$ cat config.mk
export PLATFORM = sky130hd
export DESIGN_NAME = pattern_player
export DESIGN_NICKNAME = d
export VERILOG_FILES = /design/src/rtl/player_pkg.sv /design/src/rtl/gate_timer.sv /design/src/rtl/pattern_player.sv
export SDC_FILE = /design/constraint.sdc
export NUM_CORES = 1
export LEC_CHECK = 0
export ABC_AREA = 1
export CORE_UTILIZATION = 58
export DETAILED_ROUTE_END_ITERATION = 12
export PLACE_DENSITY = 0.83
export SYNTH_ARGS = -nofsm -noshare
export SYNTH_HDL_FRONTEND = slang
export SYNTH_SLANG_ARGS = --single-unit
$ cat constraint.sdc
create_clock -name clk -period 2.4 [get_ports clk]
set_input_delay 0.24 -clock clk [delete_from_list [all_inputs] [get_ports clk]]
set_output_delay 0.24 -clock clk [all_outputs]
set_load 0.005 [all_outputs]
$ cat src/rtl/player_pkg.sv
// player_pkg: shared constants, FSM state type and a one-hot helper for the
// drum-machine pattern player.
package player_pkg;

    localparam int NUM_INS         = 4;
    localparam int STEPS           = 8;
    localparam int STEP_W          = 3;
    localparam int GATE_CYCLES_DEF = 2_500_000;   // 50 ms at 50 MHz

    typedef enum logic [1:0] {
        IDLE = 2'd0,
        ARM  = 2'd1,
        RUN  = 2'd2
    } player_state_t;

    // One-hot LED pattern for a step index.
    function automatic logic [STEPS-1:0] step_onehot(input logic [STEP_W-1:0] s);
        return STEPS'(1) << s;
    endfunction

endpackage

$ cat src/rtl/gate_timer.sv
// gate_timer: per-instrument reloadable gate. A fire produces a one-cycle
// trig and a gate that stays high for GATE_CYCLES cycles; a fire while the
// gate is active restarts the count without dropping the gate.
module gate_timer #(
    parameter int GATE_CYCLES = 2_500_000
) (
    input  logic clk,
    input  logic reset,
    input  logic fire,
    input  logic clear,
    output logic trig,
    output logic gate
);

    localparam int                CNT_W = $clog2(GATE_CYCLES);
    localparam logic [CNT_W-1:0]  LOAD  = CNT_W'(GATE_CYCLES - 1);

    logic [CNT_W-1:0] cnt_q, cnt_d;
    logic             trig_q, trig_d;
    logic             gate_q, gate_d;

    // Next-state: clear beats fire; the counter stops at zero, and the gate
    // covers the load cycle plus the GATE_CYCLES-1 counted cycles after it.
    always_comb begin
        cnt_d  = cnt_q;
        trig_d = 1'b0;
        gate_d = (cnt_q != '0);
        if (clear) begin
            cnt_d  = '0;
            gate_d = 1'b0;
        end else if (fire) begin
            cnt_d  = LOAD;
            trig_d = 1'b1;
            gate_d = 1'b1;
        end else if (cnt_q != '0) begin
            cnt_d = cnt_q - CNT_W'(1);
        end
    end

    // Counter and output registers.
    always_ff @(posedge clk or negedge reset) begin
        if (!reset) begin
            cnt_q  <= '0;
            trig_q <= 1'b0;
            gate_q <= 1'b0;
        end else begin
            cnt_q  <= cnt_d;
            trig_q <= trig_d;
            gate_q <= gate_d;
        end
    end

    assign trig = trig_q;
    assign gate = gate_q;

endmodule

$ cat src/rtl/pattern_player.sv
// pattern_player: stores four 8-step patterns, follows the slow-clock beat
// index and fires per-instrument trig/gate outputs plus a one-hot step LED.
// Optional feature macro: PLAYER_MUTE_EN adds a synchronised per-instrument
// mute input that suppresses new hits.
module pattern_player
    import player_pkg::*;
#(
    parameter int GATE_CYCLES = GATE_CYCLES_DEF
) (
    input  logic                clk,
    input  logic                reset,
    input  logic [STEPS-1:0]    data_in,
    input  logic                ld_ins1,
    input  logic                ld_ins2,
    input  logic                ld_ins3,
    input  logic                ld_ins4,
    input  logic                play,
    input  logic [STEP_W-1:0]   timing,
`ifdef PLAYER_MUTE_EN
    input  logic [NUM_INS-1:0]  mute,
`endif
    output logic [NUM_INS-1:0]  trig,
    output logic [NUM_INS-1:0]  gate,
    output logic [STEPS-1:0]    step_led
);

    logic                play_meta_q, play_s_q;
    logic [STEP_W-1:0]   timing_meta_q, timing_s_q, timing_dly_q;
    logic                stable;

    player_state_t       state_q, state_d;
    logic [STEP_W-1:0]   cur_step_q, cur_step_d;
    logic                step_evt, clear;

    logic [NUM_INS-1:0][STEPS-1:0] pat_q, pat_d;
    logic [NUM_INS-1:0]  ld;
    logic [NUM_INS-1:0]  fire;
    logic [NUM_INS-1:0]  enable;

    assign ld = {ld_ins4, ld_ins3, ld_ins2, ld_ins1};

`ifdef PLAYER_MUTE_EN
    logic [NUM_INS-1:0] mute_meta_q, mute_s_q;

    // Two-flop synchroniser for the mute switches.
    always_ff @(posedge clk or negedge reset) begin
        if (!reset) begin
            mute_meta_q <= '0;
            mute_s_q    <= '0;
        end else begin
            mute_meta_q <= mute;
            mute_s_q    <= mute_meta_q;
        end
    end

    assign enable = ~mute_s_q;
`else
    assign enable = '1;
`endif

    // Two-flop synchronisers for play and the beat index, plus one extra
    // timing stage so a skewed multi-bit change is only accepted once settled.
    always_ff @(posedge clk or negedge reset) begin
        if (!reset) begin
            play_meta_q   <= 1'b0;
            play_s_q      <= 1'b0;
            timing_meta_q <= '0;
            timing_s_q    <= '0;
            timing_dly_q  <= '0;
        end else begin
            play_meta_q   <= play;
            play_s_q      <= play_meta_q;
            timing_meta_q <= timing;
            timing_s_q    <= timing_meta_q;
            timing_dly_q  <= timing_s_q;
        end
    end

    assign stable = (timing_s_q == timing_dly_q);

    // Pattern load: only while idle; several enables may load together.
    always_comb begin
        pat_d = pat_q;
        if (state_q == IDLE) begin
            for (int i = 0; i < NUM_INS; i++) begin
                if (ld[i]) pat_d[i] = data_in;
            end
        end
    end

    // Next-state and step-event logic; a play drop wins over a new step.
    always_comb begin
        state_d    = state_q;
        cur_step_d = cur_step_q;
        step_evt   = 1'b0;
        clear      = 1'b0;
        case (state_q)
            IDLE: begin
                clear = 1'b1;
                if (play_s_q) state_d = ARM;
            end
            ARM: begin
                if (!play_s_q) begin
                    state_d = IDLE;
                    clear   = 1'b1;
                end else if (stable) begin
                    cur_step_d = timing_s_q;
                    step_evt   = 1'b1;
                    state_d    = RUN;
                end
            end
            RUN: begin
                if (!play_s_q) begin
                    state_d = IDLE;
                    clear   = 1'b1;
                end else if (stable && (timing_s_q != cur_step_q)) begin
                    cur_step_d = timing_s_q;
                    step_evt   = 1'b1;
                end
            end
            default: begin
                state_d = IDLE;
                clear   = 1'b1;
            end
        endcase
    end

    // State, current step and pattern registers.
    always_ff @(posedge clk or negedge reset) begin
        if (!reset) begin
            state_q    <= IDLE;
            cur_step_q <= '0;
            pat_q      <= '0;
        end else begin
            state_q    <= state_d;
            cur_step_q <= cur_step_d;
            pat_q      <= pat_d;
        end
    end

    // The accepted step is always the synchronised index at the event.
    always_comb begin
        fire = '0;
        for (int i = 0; i < NUM_INS; i++) begin
            fire[i] = step_evt & pat_q[i][timing_s_q] & enable[i];
        end
    end

    for (genvar gi = 0; gi < NUM_INS; gi++) begin : g_ins
        gate_timer #(
            .GATE_CYCLES (GATE_CYCLES)
        ) u_gate_timer (
            .clk   (clk),
            .reset (reset),
            .fire  (fire[gi]),
            .clear (clear),
            .trig  (trig[gi]),
            .gate  (gate[gi])
        );
    end

    assign step_led = (state_q == RUN) ? step_onehot(cur_step_q) : '0;

endmodule
==> flow_summary.ini <==
[finish]
drive_above_1_share = 0.0760
antenna_cells = 0
post-route-util = 0.684
layout.cells.non_filler = 1251
fin_area_sq_um = 8810
nNetsFinal = 1091
syn_to_final_growth_pct = 13.2

[sta]
finalMaxSlewViolations = 0
rsz0062_at_grt = no
tightest_slew_ns = 0.639
min_period_over_period = 0.909
final-setup-viol-count = 0
fin_crit_ns = 2.18
timing.fmax_ghz = 0.459
slew_headroom = 0.571
fin_skew_ns = 0.00991
fin_tns_setup_ns = 0
final-hold-violation-count = 0

[cts]
cts_tree = built
cts_setup_buffers = 0
clock_sinks = 144
htree_levels = 4
cts-resized-gates = 0
clock_latency_ns = 0.44
cts.hold.buffers_added = 1
numCtsBuffers = 17
cts.path.max_buffers = 2
cts_root_buf = clkbuf_16
clk_pin_slew_worst_paths_ns = 0.07

[power]
p_seq_frac = 0.320
leakagePower_uw = 0.00488
switching_share = 0.415
p_comb_frac = 0.432
powerDensity_nw_per_um2 = 1200
power.total_uw = 10500
power.switching_uw = 4380
internal_power_uw = 6170
pwr-share-clk = 0.248
vdd_drop_max_uv = 755

[global_route]
grt-ovfl-total = 0
grtUsageTotal = 0.245
grt_pass1_wl_um = 27600
grt_antenna_before_repair = 0
grt_max_degree = 64
first_global_vias = 6211

[route]
drt-vias-per-instance = 5.13
drc = 0
drt_iter0_drc = 435
antenna_left = 0
dr.pass1.iters = 7
avgRoutedWirePerCell_um = 12.4
vias = 6422
finalWirelength_um = 15500

[yosys]
seq_area_frac_synth = 0.463
synth-edff-count = 0
synthesis.nets = 1056
synth-seq-cells = 144
syn_area_sq_um = 7780
ys.warnings.count = 0
yosysUniqueCellTypes = 34
ys.flop_type = dfrtp_1
synth_cells = 1031
syn_area_per_cell_sq_um = 7.55
synth-async-reset-ratio = 1.00

[worst_setup_path]
max_stage_delay_ns = 0.51
worstPathCellList = inv_1 > ha_1 > nand2_1 > nor2_1 > clkdlybuf4s50_1
cp-end-kind = primary output
cp_top_family = buffers and inverters
crit_type = reg -> out
slowest_stage = clkdlybuf4s50_1
crit_path_start_kind = register
critPathArrivalTime_ns = 1.94
worstReg2RegStart = g_ins[0].u_gate_timer.cnt_q[0]
critPathMaxFanout = 4
worst-path-buf-inv = 2
crit_path_start = state_q[0]
required_ns = 2.16

[die]
io_pins = 34
die_area_sq_um = 13900
placementRows = 41
start_util = 0.605
die_w_um = 118
core_sq_um = 12900
die_h_um = 118

[worst_hold_path]
min_path_type = in -> reg
min-delay-start = timing[1]

[placement]
port_buffers = 33
detailed_place_hpwl_um = 10700
gp_congestion = 0.901
place_inst = 1218
place_area_sq_um = 8210

[run_status]
outcome = complete, no violations

[flow_run]
max_cap_violations = 0
[kinds of logic after synthesis]
logic type	share of synthesized area
DFF	0.463
xor gates and xnor gates	0.0654
and+or+nand+nor	0.351
AOI/OAI and AO/OA	0.0313
buffers and inverters	0.0783
adders and majority gates	0.0113
[sequential cells by signal, summed over array words and instances (netlist names)]
register	count
play_meta_q	1
cur_step_q	3
play_s_q	1
timing_meta_q	3
g_ins.u_gate_timer.trig	4
timing_dly_q	3
g_ins.u_gate_timer.cnt_q	88
pat_q	32
g_ins.u_gate_timer.gate	4
timing_s_q	3
state_q	2
[power by group through the flow]
stage	clock network [uW]	registers [uW]	logic (uW)
detailed placement	0	3400	4490
finish	2610	3380	4560
global route	2750	3440	5240
global placement	0	3390	4370
floorplan	0	3290	3690
CTS	2650	3370	4560
[layout by cell type (no fill, tap or decap), types with 2 or more instances in the layout]
cell type / synthesis / final
inv_2: 10 / 10
clkinv_4: 0 / 3
clkinv_2: 1 / 2
nor2_1: 230 / 230
clkdlybuf4s50_1: 0 / 32
nand3_2: 5 / 5
nand3_1: 65 / 65
xor2_1: 23 / 23
inv_6: 1 / 7
nand4_1: 21 / 21
nand2_2: 5 / 5
ha_1: 7 / 7
inv_1: 102 / 102
o21ai_0: 41 / 41
nor2_2: 2 / 2
nor3_1: 8 / 8
clkbuf_16: 0 / 17
xnor2_1: 32 / 32
or2_2: 4 / 4
nor2_4: 2 / 2
a21o_1: 2 / 2
nand2_1: 284 / 284
a21oi_1: 3 / 3
dfrtp_1: 144 / 144
buf_4: 9 / 5
nand2_4: 8 / 8
[path summary, 6_finish.rpt]
kind                            cells after the start  slack, ns                              end
min in group asynchronous                           2       0.34  g_ins[3].u_gate_timer.cnt_q[19]
worst max-delay path                                5       0.22                      step_led[4]
worst min-delay path                                1       0.24                 timing_meta_q[1]
worst max register to register                     10       0.33   g_ins[0].u_gate_timer.cnt_q[0]
worst min register to register                      0       0.35                         play_s_q
max in group asynchronous                           3       1.34   g_ins[1].u_gate_timer.cnt_q[6]
[per-stage QoR]
stage	setup WS (ns)	hold slack [ns]
after CTS	0.216	0.232
final	0.219	0.237
after global placement	0.428	0.250
after floorplan	0.594	-0.0556
after detailed placement	0.394	0.252
after global routing	0.0951	0.232
[cell usage after synthesis, types with 7 or more instances]
cell	n	area [sq um]
buf_4	9	67.6
nand2_1	284	1070
xor2_1	23	201
ha_1	7	87.6
nand4_1	21	131
dfrtp_1	144	3600
inv_1	102	383
inv_2	10	37.5
nand3_1	65	325
nand2_4	8	90.1
nor3_1	8	40.0
clkbuf_1	7	26.3
xnor2_1	32	280
nor2_1	230	863
o21ai_0	41	205
[layout make-up]
cell class              instances  area [sq um]
flip-flops and latches        144          3600
repair buffers                 40           399
inverters                     114           434
fillers                      1034          4070
multi-input cells             749          3570
clock inverters                14           149
well taps                     172           215
clock buffers                  18           439
[metal layers]
metal  part of all wire  vias to the layer above  GRT usage
met5                  0                        -          0
met4              0.015                        0     0.0889
met3              0.041                       28     0.0572
met2               0.48                      145      0.406
met1               0.46                     2998      0.313
li1                   -                     3251          -
(Power assumes the default switching activity.)
